### src/rtl/seq_separator_fifo_if.sv
// seq_separator_fifo_if
// Bundles the command side and the queue-output side of seq_separator_fifo.
//   enc_seq          encoded sequence, 2-bit symbols MSB-first
//   space_endseqbar  command type: 1 = Space, 0 = EndSeq
//   cmd_valid        command present
//   cmd_ready        block can accept a command this cycle
//   out_seq          head-of-queue sequence (all ones when the queue is empty)
//   out_valid        out_seq holds a queued sequence
//   out_ready        consumer takes out_seq
//   count            occupied queue entries
//   drop_empty       one-cycle pulse when an empty EndSeq is discarded
// master = producer/consumer side, slave = the FIFO block.
interface seq_separator_fifo_if #(
  parameter int SYMS  = 5,
  parameter int DEPTH = 4
);
  localparam int seqW = 2 * SYMS;
  localparam int cntW = $clog2(DEPTH + 1);

  logic [seqW-1:0] enc_seq;
  logic            space_endseqbar;
  logic            cmd_valid;
  logic            cmd_ready;
  logic [seqW-1:0] out_seq;
  logic            out_valid;
  logic            out_ready;
  logic [cntW-1:0] count;
  logic            drop_empty;

  modport master (
    output enc_seq, space_endseqbar, cmd_valid, out_ready,
    input  cmd_ready, out_seq, out_valid, count, drop_empty
  );

  modport slave (
    input  enc_seq, space_endseqbar, cmd_valid, out_ready,
    output cmd_ready, out_seq, out_valid, count, drop_empty
  );
endinterface

### src/rtl/seq_separator_fifo.sv
// seq_separator_fifo
// Turns Space/EndSeq commands carrying an encoded symbol sequence into a
// queue of sequence words. A Space after a non-empty sequence queues the
// sequence followed by a SPACE word (two pushes, the second one possibly
// stalled by a full queue); an empty EndSeq is dropped and flagged.
// Ports:
//   clk  sole clock, rising edge
//   rst  synchronous active-high reset
//   bus  seq_separator_fifo_if.slave (command in, queue out, status)
module seq_separator_fifo #(
  parameter int SYMS  = 5,
  parameter int DEPTH = 4
) (
  input  logic                  clk,
  input  logic                  rst,
  seq_separator_fifo_if.slave   bus
);
  localparam int seqW = 2 * SYMS;
  localparam int cntW = $clog2(DEPTH + 1);
  localparam int ptrW = $clog2(DEPTH);

  localparam logic [seqW-1:0] emptyWord = '1;
  // SPACE word: symbol 10 at the top followed by empty symbols.
  localparam logic [seqW-1:0] spaceWord = ~(seqW'(1) << (seqW - 2));
  localparam logic [cntW-1:0] depthCount = cntW'(DEPTH);

  typedef enum logic {IDLE, SPACE_PEND} stateType;

  stateType        state, stateNext;
  logic [seqW-1:0] mem [DEPTH];
  logic [ptrW-1:0] wrPtr, rdPtr;
  logic [cntW-1:0] count;
  logic            dropEmpty;

  logic            outValid;
  logic            popFire;
  logic            cmdReady;
  logic            accept;
  logic            isEmptySeq;
  logic            pushEn;
  logic [seqW-1:0] pushData;
  logic            dropNext;
  logic            notFull;

  assign isEmptySeq = (bus.enc_seq[seqW-1:seqW-2] == 2'b11);
  assign outValid   = (count != '0);
  assign popFire    = outValid && bus.out_ready;
  assign notFull    = (count < depthCount);
  // A pop in the same cycle frees a slot, so a full queue can still accept.
  assign cmdReady   = !rst && (state == IDLE) && (notFull || popFire);
  assign accept     = bus.cmd_valid && cmdReady;

  assign bus.cmd_ready  = cmdReady;
  assign bus.out_valid  = outValid;
  assign bus.out_seq    = outValid ? mem[rdPtr] : emptyWord;
  assign bus.count      = count;
  assign bus.drop_empty = dropEmpty;

  // Next-state and push decision. In IDLE an accepted command pushes at
  // most one word; a Space with a real sequence parks in SPACE_PEND so the
  // SPACE word follows the sequence before any other command is taken.
  always_comb begin
    stateNext = state;
    pushEn    = 1'b0;
    pushData  = bus.enc_seq;
    dropNext  = 1'b0;
    case (state)
      IDLE: begin
        if (accept) begin
          if (bus.space_endseqbar) begin
            pushEn = 1'b1;
            if (isEmptySeq) begin
              pushData = spaceWord;
            end else begin
              stateNext = SPACE_PEND;
            end
          end else if (isEmptySeq) begin
            dropNext = 1'b1;
          end else begin
            pushEn = 1'b1;
          end
        end
      end
      SPACE_PEND: begin
        if (!rst && (notFull || popFire)) begin
          pushEn    = 1'b1;
          pushData  = spaceWord;
          stateNext = IDLE;
        end
      end
      default: stateNext = IDLE;
    endcase
  end

  // Control registers: FSM, pointers, occupancy and the drop pulse.
  // Reset wins over any push or pop in the same cycle.
  always_ff @(posedge clk) begin
    if (rst) begin
      state     <= IDLE;
      wrPtr     <= '0;
      rdPtr     <= '0;
      count     <= '0;
      dropEmpty <= 1'b0;
    end else begin
      state     <= stateNext;
      dropEmpty <= dropNext;
      if (pushEn) begin
        wrPtr <= wrPtr + ptrW'(1);
      end
      if (popFire) begin
        rdPtr <= rdPtr + ptrW'(1);
      end
      case ({pushEn, popFire})
        2'b10:   count <= count + cntW'(1);
        2'b01:   count <= count - cntW'(1);
        default: count <= count;
      endcase
    end
  end

  // Storage array; contents need no reset because count gates visibility.
  always_ff @(posedge clk) begin
    if (pushEn && !rst) begin
      mem[wrPtr] <= pushData;
    end
  end
endmodule

### src/flat_wrapper.sv
// flat-port wrapper written by rule: the top's interface ports become plain ports
module seq_separator_fifo_flat 
#(
  parameter int SYMS  = 5,
  parameter int DEPTH = 4
)
  (clk, rst, bus_enc_seq, bus_space_endseqbar, bus_cmd_valid, bus_out_ready, bus_cmd_ready, bus_out_seq, bus_out_valid, bus_count, bus_drop_empty);
  seq_separator_fifo_if #(.SYMS(SYMS), .DEPTH(DEPTH)) bus_i ();
  input  logic clk;
  input  logic rst;
  input wire logic [$bits(bus_i.enc_seq)-1:0] bus_enc_seq;
  input wire logic [$bits(bus_i.space_endseqbar)-1:0] bus_space_endseqbar;
  input wire logic [$bits(bus_i.cmd_valid)-1:0] bus_cmd_valid;
  input wire logic [$bits(bus_i.out_ready)-1:0] bus_out_ready;
  output wire logic [$bits(bus_i.cmd_ready)-1:0] bus_cmd_ready;
  output wire logic [$bits(bus_i.out_seq)-1:0] bus_out_seq;
  output wire logic [$bits(bus_i.out_valid)-1:0] bus_out_valid;
  output wire logic [$bits(bus_i.count)-1:0] bus_count;
  output wire logic [$bits(bus_i.drop_empty)-1:0] bus_drop_empty;
  assign bus_i.enc_seq = bus_enc_seq;
  assign bus_i.space_endseqbar = bus_space_endseqbar;
  assign bus_i.cmd_valid = bus_cmd_valid;
  assign bus_i.out_ready = bus_out_ready;
  assign bus_cmd_ready = bus_i.cmd_ready;
  assign bus_out_seq = bus_i.out_seq;
  assign bus_out_valid = bus_i.out_valid;
  assign bus_count = bus_i.count;
  assign bus_drop_empty = bus_i.drop_empty;
  seq_separator_fifo #(.SYMS(SYMS), .DEPTH(DEPTH)) u_core (.clk(clk), .rst(rst), .bus(bus_i));
endmodule
### config.mk
export PLATFORM = sky130hd
export DESIGN_NAME = seq_separator_fifo_flat
export DESIGN_NICKNAME = d
export VERILOG_FILES = /design/src/rtl/seq_separator_fifo_if.sv /design/src/rtl/seq_separator_fifo.sv /design/src/flat_wrapper.sv
export SDC_FILE = /design/constraint.sdc
export NUM_CORES = 1
export LEC_CHECK = 0
export ABC_AREA = 0
export BUFFER_PORTS_ARGS = -buffer_cell sky130_fd_sc_hd__buf_2
export CAP_MARGIN = 10
export CORE_ASPECT_RATIO = 0.5
export CORE_UTILIZATION = 30
export CTS_BUF_LIST = sky130_fd_sc_hd__clkbuf_16
export DETAILED_ROUTE_END_ITERATION = 10
export GPL_TIMING_DRIVEN = 1
export PLACE_DENSITY_LB_ADDON = 0.15
export REMOVE_ABC_BUFFERS = 1
export SLEW_MARGIN = 40
export SYNTH_ARGS = -nofsm -noshare
export SYNTH_HDL_FRONTEND = slang
export SYNTH_SLANG_ARGS = --single-unit
### constraint.sdc
create_clock -name clk -period 6.28 [get_ports clk]
set_input_delay 1.256 -clock clk [delete_from_list [all_inputs] [get_ports clk]]
set_output_delay 1.256 -clock clk [all_outputs]
set_load 0.1 [all_outputs]
* After elaboration in Yosys (flattened, before gate mapping)
Memory sizes are Yosys's and may differ from the RTL's. A register that Yosys moved wholly into a read port is not among the register bits. Index checks and enable logic that the tools add are counted.
Operators by class: $add $sub $neg 4, order comparisons 1, equal/unequal tests 3, mux-type cells 21, bitwise operators 2, reduce and logical (&&, ||, !) cells 11
Operator list (number):
- two-way mux 10 bit | 5
- case mux 10 bit (2 select lines) | 1
- two-way mux 1 bit | 10
- logical AND 1 bit | 6
- case mux 3 bit (2 select lines) | 1
- adder 2 x 1 -> 2 bit (second input constant) | 2
- == test 2 bit (second input constant) | 2
- two-way mux 2 bit | 2
- case mux 1 bit (2 select lines) | 2
- OR reduction 4 bit | 1
- adder 3 x 1 -> 3 bit (second input constant) | 1
- < comparator 3 bit (second input constant) | 1
- nonzero test 3 bit | 1
- subtractor 3 x 1 -> 3 bit (second input constant) | 1
- == test 2 x 1 -> 1 bit (second input constant) | 1
- inverter 1 bit | 2
- nonzero test 2 bit | 1
- logical NOT 1 bit | 1
- logical OR 1 bit | 1
Word-level totals: flip-flop bits (word level) 9, bits in writable memories 40, logic and storage cells 48, memories kept 1
Memory list:
- u_core.mem | words 4, width 10, rd ports 1, clocked after Yosys merged registers in 1, wr ports 1, RTL line seq_separator_fifo.sv:30 | logic [seqW-1:0] mem [DEPTH];

* Depth between registers and ports, before layout
word-level depth 10, gate-level depth with buffers 9, gate-level depth less buffers 9

* Least setup slack after synthesis
OpenSTA, ideal clock, no wires.
path type input to output, start point input port bus_out_ready, end point output port bus_cmd_ready, arrival time 3.520 ns, required time 5.024 ns, slack 1.504 ns, stages on the path 2, path through and2b_4 > nor3_1
Between the ends: longest elaborated chain between the ends 3
Ends and longest elaborated chain:
- start, declared | RTL line flat_wrapper.sv:14 | input wire logic [$bits(bus_i.out_ready)-1:0] bus_out_ready;
- logical AND 1 bit | RTL line seq_separator_fifo.sv:47 | assign popFire = outValid && bus.out_ready;
- logical OR 1 bit | RTL line seq_separator_fifo.sv:50 | assign cmdReady = !rst && (state == IDLE) && (notFull || popFire);
- logical AND 1 bit | RTL line seq_separator_fifo.sv:50
- end, declared | RTL line flat_wrapper.sv:15 | output wire logic [$bits(bus_i.cmd_ready)-1:0] bus_cmd_ready;
Every way passes these cells.

==> metrics.md <==
| Metric | Value |
|---|---|
| Worst setup margin | around 2800 ps |
| CP cell instances | mux4_2, or2_2, buf_2 |
| Mean Syn Cell Area | 15.7 µm² |
| Antenna Cells | 0 |
| Flop-to-flop setup slack | 3970 ps |
| Root Buffer | clkbuf_16 |
| Post-layout min period | approximately 3500 ps |
| Kind of launch point of the worst setup path | flip-flop |
| Fillers | 643 |
| Core area | 6860 µm² |
| F_max | 0.287 GHz |
| CTS H-tree depth | 2 |
| Worst clock skew | approximately 3.4 ps |
| CTS Hold Bufs | 0 |
| CP required | 5020 ps |
| WL final | 3980 µm |
| Status | completed |
| Pins Over Slew Limit | 0 |
| Pin count of the biggest net entering global routing | 17 |
| Routed vias | around 1200 |
| Synth top area share | between 50% and 60% |
| Num rows | 21 |
| Synthesis-to-layout area growth | 19.8% |
| Initial DRC Count | 49 |
| Clock Path Buffers | 2 |
| Top FF cell, synth | edfxtp_1 |
| Top post-synthesis cells by area | edfxtp_1, mux4_2, dfxtp_1, or2_2, ha_1 |
| Synth async-reset ratio | 0% |
| Final setup fails | 0 |
| Port Buf Inserts | 30 |
| Routed length per placed instance | 15.0 µm |
| Min-Delay Startpoint | u_core.wrPtr[0] |
| Arr. time, crit path | 2230 ps |
| Worst slew pin tran | 701 ps |
| Synth cell types | 32 |
| Sequential share of the synthesized area | 65.3% |
| Tcrit/Tclk final | 55.6% |
| R2r startpoint | u_core.state |
| Boundary pin count | 31 |
| Max Cap Violations | 0 |
| First-pass GRT wire length | 6090 µm |
| Share of cells above drive strength 1 | approximately two fifths |
| Hold Path Class | flip-flop to flip-flop |
| Die X-Extent | 122 µm |
| GPL Wtd Cong | 0.754 |
| CTS resizes | 0 |
| Final hold vios | 0 |
| Reg clk slew, reported paths | 70 ps |
| Multi-input gate area | 723 µm² |
| Worst-skew pair later-pin latency | 290 ps |
| Unrepaired setup endpoints after global routing | no |
| Global route overflow | 0 |
| Crit Path Max Fanout | 10 |
| CTS tree | yes |
| Vias in the first global route | 1185 |
| Ys Warns | 0 |
| Initial Util | 31.7% |
| Die Y | just over 60 µm |
| Final antenna-violating net count | 0 |
| Synth Instances | 139 |
| Slew headroom | 53.2% |
| Register Area | 1420 µm² |
| Commonest cells post-synth | edfxtp_1, or2_2, dfxtp_1 |
| Register bit total from synthesis | 51 |
| Slowest cell on the critical path | dfxtp_1 |
| Post CTS Setup Buffer Count | 0 |
| Layout net count | 193 |
| Vias/cell | 4.42 |
| Full die area | 7620 µm² |
| CP Class | flip-flop to primary output |
| Dpl hpwl | 2550 µm |
| Count leader, synth | edfxtp_1 |
| Cts bufs inserted | 5 |
| DRC viols | 0 |
| Mapped Area | 2180 µm² |
| Nature of the critical path endpoint | primary output |
| Gr usage total | 11.1% |
| Pre-antenna DRT Iters | 4 |
| Yosys top cell by area | edfxtp_1 |
| CP max stage delay | roughly 770 ps |
| EDFF count, synth | 40 |
| Setup TNS | 0 ps |
| Initial antenna violation count | 0 |
| Clock Sinks | 51 |
| Setup slack at placement | 2830 ps |
-- area by class of cell --
type | count | area share (%)
multi-input combinational | 76 | 27.7
timing repair buffer | 30 | 5.76
clock buffer | 5 | 4.80
sequential | 51 | 54.5
tap | 92 | 4.41
clock inverter | 3 | 1.63
inverter | 8 | 1.15
-- logic make-up after synthesis --
kind of cell / count (synthesis) / share of synthesized area, %
buffers and inverters: 12 / 2.24
and+or+nand+nor: 44 / 12.5
muxes: 12 / 11.5
DFF: 51 / 65.3
AOI/OAI and AO/OA: 10 / 3.10
xor gates and xnor gates: 4 / 1.61
adders and majority gates: 6 / 3.79
-- metrics by stage --
step	hold slack [ps]	area (µm²)	instances	utilization, %
after CTS	532	2610	265	38.0
after floorplan	469	2160	135	-
final	523	2610	265	38.0
after detailed placement	513	2440	257	35.6
after global routing	569	2610	265	38.0
after global placement	493	2430	257	35.4
-- state kept, by name, summed over array words and instances (netlist names), named ones only --
register and cells:
u_core.mem 40, u_core.wrPtr 2, u_core.bus.count 3, u_core.rdPtr 2
u_core.bus.drop_empty 1, u_core.state 1
-- layout by cell type (no fill, tap or decap), types with 2 or more instances in the layout --
master     synthesis  routed
a21oi_1            3       3
nor2_1             9       9
and2_1             4       4
clkbuf_16          0       5
mux4_2            10      10
xor2_1             4       4
dfxtp_1           11      11
nor4bb_1           2       2
edfxtp_1          40      40
inv_1              7       7
buf_2              0      30
or2_1              5       5
nand2_1            3       3
or2_2             13      13
ha_1               5       5
-- metal layers --
metal / share of wire [%] / wire [µm] / global-route usage (%) / vias up
met5: 0 / 0 / 0 / -
met4: 0.55 / 22 / 4.57 / 0
met3: 4.1 / 163 / 3.03 / 3
met2: 46 / 1840 / 17.1 / 21
met1: 49 / 1950 / 14.8 / 567
li1: - / - / - / 581
-- worst paths after layout --
check	to	depth (start not counted)
worst max register to register	u_core.bus.count[2]	9
worst max-delay path	bus_out_seq[3]	3
worst min-delay path	u_core.wrPtr[0]	1
worst min register to register	u_core.wrPtr[0]	1
-- worst max-delay path: cells and delay by family, from the launching register on --
kind                   cells  cell delay (ps)
AND/OR/NAND/NOR            1              280
multiplexers               1              600
flip-flops                 1              770
buffers and inverters      1              290
Power is left out: the tool's default activity adds up to more than one toggle a clock period on the data nets, which glitch-free logic cannot reach.
